[config.mk]
export PLATFORM = sky130hd
export DESIGN_NAME = inst_decode_stage_flat
export DESIGN_NICKNAME = d
export VERILOG_FILES = /design/src/rtl/fullsend_pkg.sv /design/src/rtl/inst_decode_stage_if.sv /design/src/rtl/imm_gen.sv /design/src/rtl/inst_decode_stage.sv /design/src/flat_wrapper.sv
export SDC_FILE = /design/constraint.sdc
export NUM_CORES = 1
export LEC_CHECK = 0
export ABC_AREA = 1
export CAP_MARGIN = 25
export CELL_PAD_IN_SITES_DETAIL_PLACEMENT = 1
export CELL_PAD_IN_SITES_GLOBAL_PLACEMENT = 1
export CORE_ASPECT_RATIO = 0.8
export CORE_MARGIN = 2
export CORE_UTILIZATION = 29
export CTS_CLUSTER_DIAMETER = 200
export DETAILED_ROUTE_END_ITERATION = 12
export PLACE_DENSITY = 0.79
export SYNTH_ARGS = -nofsm -noshare
export SYNTH_HDL_FRONTEND = slang
export SYNTH_SLANG_ARGS = --single-unit
export TNS_END_PERCENT = 20
[constraint.sdc]
create_clock -name clk -period 2.92 [get_ports clk]
set_clock_uncertainty 0.15 [all_clocks]
set_input_delay 0.438 -clock clk [delete_from_list [all_inputs] [get_ports clk]]
set_output_delay 0.438 -clock clk [all_outputs]
set_load 0.05 [all_outputs]
[src/rtl/fullsend_pkg.sv]
// ---------------------------------------------------------------------------
// fullsend_pkg
// Shared definitions for the IF->ID decode stage:
//   - RV32 base opcode constants (OPC_*)
//   - imm_type_e : immediate format selected by the opcode
//   - id_state_e : occupancy state of the single-entry ID register
//   - helpers    : register-usage and supported-opcode predicates
// Optional feature macro used by consumers: DECODE_ILLEGAL_TRAP_EN
// ---------------------------------------------------------------------------
package fullsend_pkg;

  localparam logic [6:0] OPC_LOAD   = 7'b0000011;
  localparam logic [6:0] OPC_OPIMM  = 7'b0010011;
  localparam logic [6:0] OPC_STORE  = 7'b0100011;
  localparam logic [6:0] OPC_OP     = 7'b0110011;
  localparam logic [6:0] OPC_BRANCH = 7'b1100011;
  localparam logic [6:0] OPC_LUI    = 7'b0110111;
  localparam logic [6:0] OPC_AUIPC  = 7'b0010111;
  localparam logic [6:0] OPC_JAL    = 7'b1101111;
  localparam logic [6:0] OPC_JALR   = 7'b1100111;

  typedef enum logic [2:0] {
    IMM_NONE,
    IMM_I,
    IMM_S,
    IMM_B,
    IMM_U,
    IMM_J
  } imm_type_e;

  typedef enum logic [1:0] {
    EMPTY,
    FULL,
    HOLD
  } id_state_e;

  // Every opcode reads rs1 except the ones that build a value from pc/imm only.
  function automatic logic uses_rs1(input logic [6:0] opc);
    return !((opc == OPC_LUI) || (opc == OPC_AUIPC) || (opc == OPC_JAL));
  endfunction

  function automatic logic uses_rs2(input logic [6:0] opc);
    return (opc == OPC_OP) || (opc == OPC_STORE) || (opc == OPC_BRANCH);
  endfunction

  // Opcodes this pipeline implements; anything else is a candidate for a trap.
  function automatic logic opc_supported(input logic [6:0] opc);
    logic ok;
    case (opc)
      OPC_LOAD, OPC_OPIMM, OPC_STORE, OPC_OP, OPC_BRANCH,
      OPC_LUI, OPC_AUIPC, OPC_JAL, OPC_JALR: ok = 1'b1;
      default:                                ok = 1'b0;
    endcase
    return ok;
  endfunction

endpackage

[src/rtl/inst_decode_stage_if.sv]
// ---------------------------------------------------------------------------
// inst_decode_stage_if
// Bundles the fetch handshake, the EX-side controls and the decoded ID fields.
//   master : fetch/EX/control-unit side (drives if_*, flush, ex_*)
//   slave  : the decode stage (drives if_ready, id_*, decoded fields, stall)
// Signals:
//   if_valid/if_inst/if_pc/if_ready : fetch handshake
//   flush                           : kill held instruction (branch redirect)
//   ex_ready, ex_load_valid/rd      : EX consume strobe and load-use info
//   id_valid, id_pc, current_opcode, current_func, rs1, rs2, rd, imm, stall
//   illegal (only with DECODE_ILLEGAL_TRAP_EN defined)
// ---------------------------------------------------------------------------
interface inst_decode_stage_if #(
  parameter int XLEN = 32
);
  logic            if_valid;
  logic [31:0]     if_inst;
  logic [XLEN-1:0] if_pc;
  logic            if_ready;
  logic            flush;
  logic            ex_ready;
  logic            ex_load_valid;
  logic [4:0]      ex_load_rd;
  logic            id_valid;
  logic [XLEN-1:0] id_pc;
  logic [6:0]      current_opcode;
  logic [3:0]      current_func;
  logic [4:0]      rs1;
  logic [4:0]      rs2;
  logic [4:0]      rd;
  logic [XLEN-1:0] imm;
  logic            stall;
`ifdef DECODE_ILLEGAL_TRAP_EN
  logic            illegal;
`endif

  modport master (
    output if_valid, if_inst, if_pc, flush, ex_ready, ex_load_valid, ex_load_rd,
`ifdef DECODE_ILLEGAL_TRAP_EN
    input  illegal,
`endif
    input  if_ready, id_valid, id_pc, current_opcode, current_func,
           rs1, rs2, rd, imm, stall
  );

  modport slave (
    input  if_valid, if_inst, if_pc, flush, ex_ready, ex_load_valid, ex_load_rd,
`ifdef DECODE_ILLEGAL_TRAP_EN
    output illegal,
`endif
    output if_ready, id_valid, id_pc, current_opcode, current_func,
           rs1, rs2, rd, imm, stall
  );

endinterface

[src/rtl/imm_gen.sv]
// ---------------------------------------------------------------------------
// imm_gen
// Combinational immediate extractor for RV32 base instructions.
// Ports:
//   inst_i     in  32    instruction word
//   imm_type_o out  3    immediate format chosen from inst_i[6:2]
//   imm_o      out XLEN  immediate, sign-extended from inst_i[31]
// ---------------------------------------------------------------------------
module imm_gen
  import fullsend_pkg::*;
#(
  parameter int XLEN = 32
) (
  input  logic [31:0]     inst_i,
  output imm_type_e       imm_type_o,
  output logic [XLEN-1:0] imm_o
);

  logic [4:0] opc_hi;
  logic       sign;
  // The format is keyed on opcode[6:2]; the length bits [1:0] do not matter here.
  logic       unused_len_bits;

  assign opc_hi          = inst_i[6:2];
  assign sign            = inst_i[31];
  assign unused_len_bits = ^inst_i[1:0];

  always_comb begin
    imm_type_o = IMM_NONE;
    if (opc_hi == OPC_LOAD[6:2] || opc_hi == OPC_OPIMM[6:2] || opc_hi == OPC_JALR[6:2])
      imm_type_o = IMM_I;
    else if (opc_hi == OPC_STORE[6:2])
      imm_type_o = IMM_S;
    else if (opc_hi == OPC_BRANCH[6:2])
      imm_type_o = IMM_B;
    else if (opc_hi == OPC_LUI[6:2] || opc_hi == OPC_AUIPC[6:2])
      imm_type_o = IMM_U;
    else if (opc_hi == OPC_JAL[6:2])
      imm_type_o = IMM_J;
  end

  always_comb begin
    imm_o = '0;
    case (imm_type_o)
      IMM_I: imm_o = {{(XLEN-11){sign}}, inst_i[30:20]};
      IMM_S: imm_o = {{(XLEN-11){sign}}, inst_i[30:25], inst_i[11:7]};
      IMM_B: imm_o = {{(XLEN-12){sign}}, inst_i[7], inst_i[30:25], inst_i[11:8], 1'b0};
      IMM_U: imm_o = {{(XLEN-31){sign}}, inst_i[30:12], 12'b0};
      IMM_J: imm_o = {{(XLEN-20){sign}}, inst_i[19:12], inst_i[20], inst_i[30:21], 1'b0};
      default: imm_o = '0;
    endcase
  end

endmodule

[src/rtl/inst_decode_stage.sv]
// ---------------------------------------------------------------------------
// inst_decode_stage
// Single-entry IF->ID pipeline register with field extraction. Captures one
// fetched instruction per valid/ready handshake, presents the decoded fields
// to the control unit and EX, and inserts a bubble on a load-use hazard
// (the control unit only learns about the load one cycle late).
// Ports:
//   clk    in  clock, all state updates on posedge
//   reset  in  asynchronous active-high reset, clears all state
//   bus    slave modport of inst_decode_stage_if (fetch handshake, flush,
//          EX controls, decoded outputs, stall)
// Optional feature: DECODE_ILLEGAL_TRAP_EN adds the registered bus.illegal
// flag (set for non-32-bit encodings or unsupported opcodes; id_valid still
// asserts so EX can raise the trap). Without it such instructions pass
// through untouched.
// ---------------------------------------------------------------------------
module inst_decode_stage
  import fullsend_pkg::*;
#(
  parameter int XLEN = 32
) (
  input  logic                clk,
  input  logic                reset,
  inst_decode_stage_if.slave  bus
);

  id_state_e       state_q, state_d;
  logic [31:0]     inst_q;
  logic [XLEN-1:0] pc_q;

  logic       hazard;
  logic       accept;
  logic       if_ready_c;
  logic       id_valid_c;
  logic       stall_c;
  logic [6:0] opc;
  logic [4:0] rs1_f, rs2_f, rd_f;
  logic [2:0] funct3;
  logic       func_hi;

  imm_type_e       imm_type;
  logic [XLEN-1:0] imm_w;
  // Format tag is only useful for debug visibility; the stage exports imm itself.
  logic            unused_imm_type;

  // ---------------- field extraction on the held instruction ----------------
  assign opc    = inst_q[6:0];
  assign rd_f   = inst_q[11:7];
  assign funct3 = inst_q[14:12];
  assign rs1_f  = inst_q[19:15];
  assign rs2_f  = inst_q[24:20];

  // inst[30] distinguishes SUB/SRA/SRAI; for every other opcode it is
  // immediate data and must not leak into the function code.
  assign func_hi = inst_q[30] & ((opc == OPC_OP) ||
                                 ((opc == OPC_OPIMM) && (funct3 == 3'b101)));

  imm_gen #(
    .XLEN(XLEN)
  ) u_imm_gen (
    .inst_i    (inst_q),
    .imm_type_o(imm_type),
    .imm_o     (imm_w)
  );

  assign unused_imm_type = ^imm_type;

  // ---------------- hazard detection ----------------
  // x0 never carries a dependency, so a load to x0 cannot stall.
  assign hazard = (state_q == FULL) && bus.ex_load_valid && (bus.ex_load_rd != 5'd0) &&
                  ((uses_rs1(opc) && (rs1_f == bus.ex_load_rd)) ||
                   (uses_rs2(opc) && (rs2_f == bus.ex_load_rd)));

  assign accept = bus.if_valid && if_ready_c;

  // ---------------- FSM: state register ----------------
  always_ff @(posedge clk or posedge reset) begin
    if (reset) begin
      state_q <= EMPTY;
    end else begin
      state_q <= state_d;
    end
  end

  // ---------------- FSM: next-state logic ----------------
  always_comb begin
    state_d = state_q;
    if (bus.flush) begin
      state_d = EMPTY;
    end else begin
      case (state_q)
        EMPTY: begin
          if (accept) state_d = FULL;
        end
        FULL: begin
          if (hazard)            state_d = HOLD;
          else if (bus.ex_ready) state_d = accept ? FULL : EMPTY;
        end
        HOLD:    state_d = FULL;
        default: state_d = EMPTY;
      endcase
    end
  end

  // ---------------- FSM: outputs ----------------
  always_comb begin
    id_valid_c = 1'b0;
    stall_c    = 1'b0;
    if_ready_c = 1'b0;
    case (state_q)
      EMPTY: begin
        if_ready_c = 1'b1;
      end
      FULL: begin
        id_valid_c = !hazard;
        stall_c    = hazard;
        // Accept only when the current entry leaves this cycle: consume-and-refill.
        if_ready_c = !hazard && bus.ex_ready;
      end
      HOLD: begin
        stall_c = 1'b1;
      end
      default: begin
        id_valid_c = 1'b0;
      end
    endcase
    // A redirect kills the cycle; nothing may be captured behind it.
    if (bus.flush) if_ready_c = 1'b0;
  end

  // ---------------- instruction / pc register ----------------
  // Fields are deliberately left stale on flush; id_valid qualifies them.
  always_ff @(posedge clk or posedge reset) begin
    if (reset) begin
      inst_q <= '0;
      pc_q   <= '0;
    end else if (accept) begin
      inst_q <= bus.if_inst;
      pc_q   <= bus.if_pc;
    end
  end

`ifdef DECODE_ILLEGAL_TRAP_EN
  logic illegal_q;

  always_ff @(posedge clk or posedge reset) begin
    if (reset) begin
      illegal_q <= 1'b0;
    end else if (accept) begin
      illegal_q <= (bus.if_inst[1:0] != 2'b11) || !opc_supported(bus.if_inst[6:0]);
    end
  end

  assign bus.illegal = illegal_q;
`endif

  // ---------------- outputs ----------------
  assign bus.if_ready       = if_ready_c;
  assign bus.id_valid       = id_valid_c;
  assign bus.stall          = stall_c;
  assign bus.id_pc          = pc_q;
  assign bus.current_opcode = opc;
  assign bus.current_func   = {func_hi, funct3};
  assign bus.rs1            = rs1_f;
  assign bus.rs2            = rs2_f;
  assign bus.rd             = rd_f;
  assign bus.imm            = imm_w;

endmodule
[src/flat_wrapper.sv]
// flat-port wrapper written by rule: the top's interface ports become plain ports
module inst_decode_stage_flat import fullsend_pkg::*;
#(
  parameter int XLEN = 32
)
  (clk, reset, bus_if_valid, bus_if_inst, bus_if_pc, bus_flush, bus_ex_ready, bus_ex_load_valid, bus_ex_load_rd, bus_if_ready, bus_id_valid, bus_id_pc, bus_current_opcode, bus_current_func, bus_rs1, bus_rs2, bus_rd, bus_imm, bus_stall);
  inst_decode_stage_if #(.XLEN(XLEN)) bus_i ();
  input  logic clk;
  input  logic reset;
  input wire logic [$bits(bus_i.if_valid)-1:0] bus_if_valid;
  input wire logic [$bits(bus_i.if_inst)-1:0] bus_if_inst;
  input wire logic [$bits(bus_i.if_pc)-1:0] bus_if_pc;
  input wire logic [$bits(bus_i.flush)-1:0] bus_flush;
  input wire logic [$bits(bus_i.ex_ready)-1:0] bus_ex_ready;
  input wire logic [$bits(bus_i.ex_load_valid)-1:0] bus_ex_load_valid;
  input wire logic [$bits(bus_i.ex_load_rd)-1:0] bus_ex_load_rd;
  output wire logic [$bits(bus_i.if_ready)-1:0] bus_if_ready;
  output wire logic [$bits(bus_i.id_valid)-1:0] bus_id_valid;
  output wire logic [$bits(bus_i.id_pc)-1:0] bus_id_pc;
  output wire logic [$bits(bus_i.current_opcode)-1:0] bus_current_opcode;
  output wire logic [$bits(bus_i.current_func)-1:0] bus_current_func;
  output wire logic [$bits(bus_i.rs1)-1:0] bus_rs1;
  output wire logic [$bits(bus_i.rs2)-1:0] bus_rs2;
  output wire logic [$bits(bus_i.rd)-1:0] bus_rd;
  output wire logic [$bits(bus_i.imm)-1:0] bus_imm;
  output wire logic [$bits(bus_i.stall)-1:0] bus_stall;
  assign bus_i.if_valid = bus_if_valid;
  assign bus_i.if_inst = bus_if_inst;
  assign bus_i.if_pc = bus_if_pc;
  assign bus_i.flush = bus_flush;
  assign bus_i.ex_ready = bus_ex_ready;
  assign bus_i.ex_load_valid = bus_ex_load_valid;
  assign bus_i.ex_load_rd = bus_ex_load_rd;
  assign bus_if_ready = bus_i.if_ready;
  assign bus_id_valid = bus_i.id_valid;
  assign bus_id_pc = bus_i.id_pc;
  assign bus_current_opcode = bus_i.current_opcode;
  assign bus_current_func = bus_i.current_func;
  assign bus_rs1 = bus_i.rs1;
  assign bus_rs2 = bus_i.rs2;
  assign bus_rd = bus_i.rd;
  assign bus_imm = bus_i.imm;
  assign bus_stall = bus_i.stall;
  inst_decode_stage #(.XLEN(XLEN)) u_core (.clk(clk), .reset(reset), .bus(bus_i));
endmodule
==> impl_summary.txt <==
----------------------------------------------------
[Clock network]
  Clock transition at the register clock pins on the worst setup and hold paths after CTS ... 0.06 ns
  TritonCTS clock tree ... done
  CTS Root Buffer Type ... sky130_fd_sc_hd__clkbuf_16
  Maximum clock insertion buffer count ... 2
  Inserted Clock Buffers ... 9
  Clk_lat worst skew ... approximately 0.33 ns
  Maximum level of the CTS H-tree ... 3
  Total number of clock tree sinks ... 66

[Route]
  Vias after detailed routing ... roughly 3700
  DR WL/cell ... 15.9 µm
  Number of design-rule violations left by the first detailed-router iteration ... 131
  Vias/cell ... approximately 4.6
  Remaining routing DRC violations ... 0
  First-pass iteration count of the detailed router ... 5
  Total routed wirelength ... 12.9 mm
  Post-route ant nets ... 0

[Hold path]
  Count of cells along the worst hold path ... 2
  Worst hold path class ... reg -> reg
  Worst min-delay path startpoint ... u_core.bus.id_pc[23]$_DFFE_PP0P_
  End point of the most critical hold path ... u_core.bus.id_pc[23]$_DFFE_PP0P_

[GRT]
  Number of antenna violations at the first check in global routing ... 1
  Wire length of the first global-routing pass ... between 20 and 25 mm
  Residual overflow from global routing ... 0
  Global router's overall resource usage ... between 15 and 20%
  Number of global-route vias before repair ... 3982
  Largest net degree at the start of global routing ... 50

[Logic synthesis]
  Post-synthesis cell count ... between 400 and 500
  Share of the yosys chip area belonging to registers ... between 40% and 50%
  Most frequently used flop master after synthesis ... sky130_fd_sc_hd__dfrtp_1
  Top cell type's share of synthesized area ... 45.4%
  Post-synthesis instance area ... 0.00364 mm²
  Post-Synthesis Mean Instance Area ... 7.40 µm²
  Distinct cell type count of the synthesized netlist ... 25
  Largest area contributor in the synthesized netlist ... sky130_fd_sc_hd__dfrtp_1
  Flip-flop and latch count after synthesis ... 66
  Number of flops mapped to enable cells by yosys ... 0
  Largest cells by area after synthesis ... sky130_fd_sc_hd__dfrtp_1, sky130_fd_sc_hd__nand2_1, sky130_fd_sc_hd__nand3_1
  Net count of the mapped netlist ... approximately 570
  Share of synthesized registers carrying an async set or reset ... 100%
  Warnings from Yosys ... 0

[Power]
  Power density over the cells ... 1430 mW/mm²
  Lkg Pwr ... 2.90 nW
  Worst-case vdd ir drop ... 0.000509 V

[STA]
  Final hold slack ... 0.323 ns
  Slew headroom ... 57.9%
  F_max ... 354 MHz
  Share of the clock period used by the worst path after layout ... 96.7%
  Final total negative setup slack ... 0 ns
  Count of final max-slew check failures ... 0
  Count of final setup violators ... 0
  Final-report hold violation count ... 0
  Worst Max-Slew Pin Slew ... around 0.63 ns
  Period minus WS final ... about 2.8 ns

[Setup path]
  Endpoint of the most critical register-to-register path ... u_core.inst_q[0]$_DFFE_PP0P_
  Slack of the worst reg-to-reg path ... ~0.36 ns
  CP required ... 2.33 ns
  Crit path launch type ... flip-flop
  Worst R2R Start ... u_core.inst_q[4]$_DFFE_PP0P_
  CP arrival ... between 2 and 2.5 ns
  Worst setup path category ... reg -> out
  Critical path capture point type ... primary output
  Worst-case reg-to-reg path depth ... 16
  CP max FO ... 6

[Cells and area]
  Storage cell area ... between 0.0015 and 0.002 mm²
  Post-Layout Cell Count ... 810
  Total of fill cells in the finished design ... 1482
  Area added between synthesis and finish ... 57.7%
  Post-layout nets ... roughly 710
  Area occupied by multi-input gates ... 0.00152 mm²
  Share of final-layout standard cells stronger than drive strength 1 ... around an eighth

[Floorplan]
  Area of the die ... 0.0135 mm²
  Top Ports ... roughly 170
  Effective utilization at floorplan ... 29.8%
  Total number of placement rows ... 36
  Standard cell core area ... 0.0122 mm²
  Die Span Y ... 104 µm
  Die Wd ... 129 µm

[Placement]
  Number of port buffers ... 167
  HPWL after detailed placement ... 9.61 mm
  Last weighted congestion value of the routability-driven placer ... 0.854
  Placed Cells incl. Taps ... 790

[Run]
  Max capacitance violation total ... 0

[Outcome]
  Run status ... completed

----------------------------------------------------
==> layout make-up <==
| type | instances | area share [%] |
|---|---|---|
| clock buffer | 10 | 4.16 |
| timing repair buffer | 178 | 32.0 |
| tap | 171 | 3.73 |
| sequential | 66 | 28.8 |
| inverter | 43 | 2.81 |
| multi-input combinational | 335 | 26.4 |
| clock inverter | 6 | 1.98 |
| antenna | 1 | 0.0436 |
==> registers in the layout (all words and copies together), names as in the netlist <==
signal	cells
u_core.bus.id_pc	32
u_core.inst_q	32
u_core.state_q	2
==> cells by family (layout without fill, tap and decap cells) <==
family                     Yosys count  count (layout)  share of synthesized area [%]
xor gates and xnor gates             2               2                          0.481
adders and majority gates            4               4                           1.38
AOI/OAI and AO/OA                   32              32                           4.85
DFF                                 66              66                           45.4
and+or+nand+nor                    297             297                           33.7
other                                0               1                              0
buffers and inverters               91             237                           14.3
==> where the power goes <==
group | internal [mW] | total [mW] | leakage [nW] | switching [mW]
combinational | 1.65 | 5.16 | 1.92 | 3.51
sequential | 1.35 | 1.77 | 0.817 | 0.418
clock | 0.859 | 1.28 | 0.165 | 0.419
total | 3.86 | 8.20 | 2.90 | 4.34
==> layer usage <==
| metal | routed length [µm] | up-vias | global-route usage (%) |
|---|---|---|---|
| met5 | 0 | - | 0 |
| met4 | 189 | 0 | 5.75 |
| met3 | 1010 | 17 | 7.36 |
| met2 | 6350 | 112 | 32.9 |
| met1 | 5350 | 1793 | 23.8 |
| li1 | - | 1801 | - |
==> worst max path at each step <==
stage                                            start            to
after floorplan           u_core.inst_q[3]$_DFFE_PP0P_    bus_imm[1]
after global placement               bus_ex_load_rd[2]     bus_stall
after detailed placement  u_core.inst_q[5]$_DFFE_PP0P_   bus_imm[24]
after CTS                 u_core.inst_q[5]$_DFFE_PP0P_  bus_if_ready
after global routing      u_core.inst_q[3]$_DFFE_PP0P_    bus_imm[1]
final                     u_core.inst_q[3]$_DFFE_PP0P_    bus_imm[1]
==> metrics by stage <==
step / cell area (µm²) / total power, mW / utilization (%) / setup slack, ns
after CTS: 5670 / 8.18 / 46.4 / -0.00953
after global routing: 5740 / 8.63 / 47.0 / -0.0247
after floorplan: 3640 / 5.18 / - / -0.0676
after global placement: 5310 / 6.73 / 43.5 / 0.284
final: 5740 / 8.20 / 47.0 / 0.0968
after detailed placement: 5310 / 6.84 / 43.5 / 0.167
==> critical path, cell delays in order (launching register included) <==
cell and delay [ns]:
sky130_fd_sc_hd__dfrtp_1 0.43, sky130_fd_sc_hd__nor2_2 0.16, sky130_fd_sc_hd__inv_1 0.11, sky130_fd_sc_hd__nor2_4 0.17
sky130_fd_sc_hd__a21oi_1 0.05, sky130_fd_sc_hd__o21ai_0 0.28, sky130_fd_sc_hd__nand2_1 0.19, sky130_fd_sc_hd__o21ai_1 0.32
sky130_fd_sc_hd__buf_12 0.18
==> repair_timing <==
action | CTS | global route
setup buffers | 0 | 3
endpoints found under the setup margin | 25 | 28
hold buffers | 0 | 0
pin swaps | 0 | 6
gates resized for setup | 3 | 16
==> Yosys cell counts, types with 2 or more instances <==
| cell type | n |
|---|---|
| sky130_fd_sc_hd__a21oi_1 | 15 |
| sky130_fd_sc_hd__buf_2 | 13 |
| sky130_fd_sc_hd__buf_4 | 26 |
| sky130_fd_sc_hd__buf_8 | 5 |
| sky130_fd_sc_hd__clkbuf_1 | 3 |
| sky130_fd_sc_hd__dfrtp_1 | 66 |
| sky130_fd_sc_hd__ha_1 | 4 |
| sky130_fd_sc_hd__inv_1 | 41 |
| sky130_fd_sc_hd__inv_2 | 2 |
| sky130_fd_sc_hd__nand2_1 | 198 |
| sky130_fd_sc_hd__nand2_2 | 3 |
| sky130_fd_sc_hd__nand3_1 | 69 |
| sky130_fd_sc_hd__nand4_1 | 4 |
| sky130_fd_sc_hd__nor2_1 | 20 |
| sky130_fd_sc_hd__o2111ai_1 | 2 |
| sky130_fd_sc_hd__o21ai_0 | 12 |
==> cell usage in the layout, fill, tap and decap left out, types with 4 or more instances in the layout <==
cell type                         Yosys  layout
sky130_fd_sc_hd__a21oi_1             15      15
sky130_fd_sc_hd__nand2_1            198     196
sky130_fd_sc_hd__o21ai_0             12       7
sky130_fd_sc_hd__buf_4               26      32
sky130_fd_sc_hd__nor2_1              20      16
sky130_fd_sc_hd__nand2_2              3       5
sky130_fd_sc_hd__nand3_1             69      69
sky130_fd_sc_hd__dfrtp_1             66      64
sky130_fd_sc_hd__ha_1                 4       4
sky130_fd_sc_hd__clkdlybuf4s50_1      0     131
sky130_fd_sc_hd__inv_2                2       4
sky130_fd_sc_hd__inv_1               41      39
sky130_fd_sc_hd__nand4_1              4       4
sky130_fd_sc_hd__buf_12               0      14
sky130_fd_sc_hd__o21ai_1              1       5
sky130_fd_sc_hd__clkbuf_16            0       9
(Power assumes the default switching activity.)
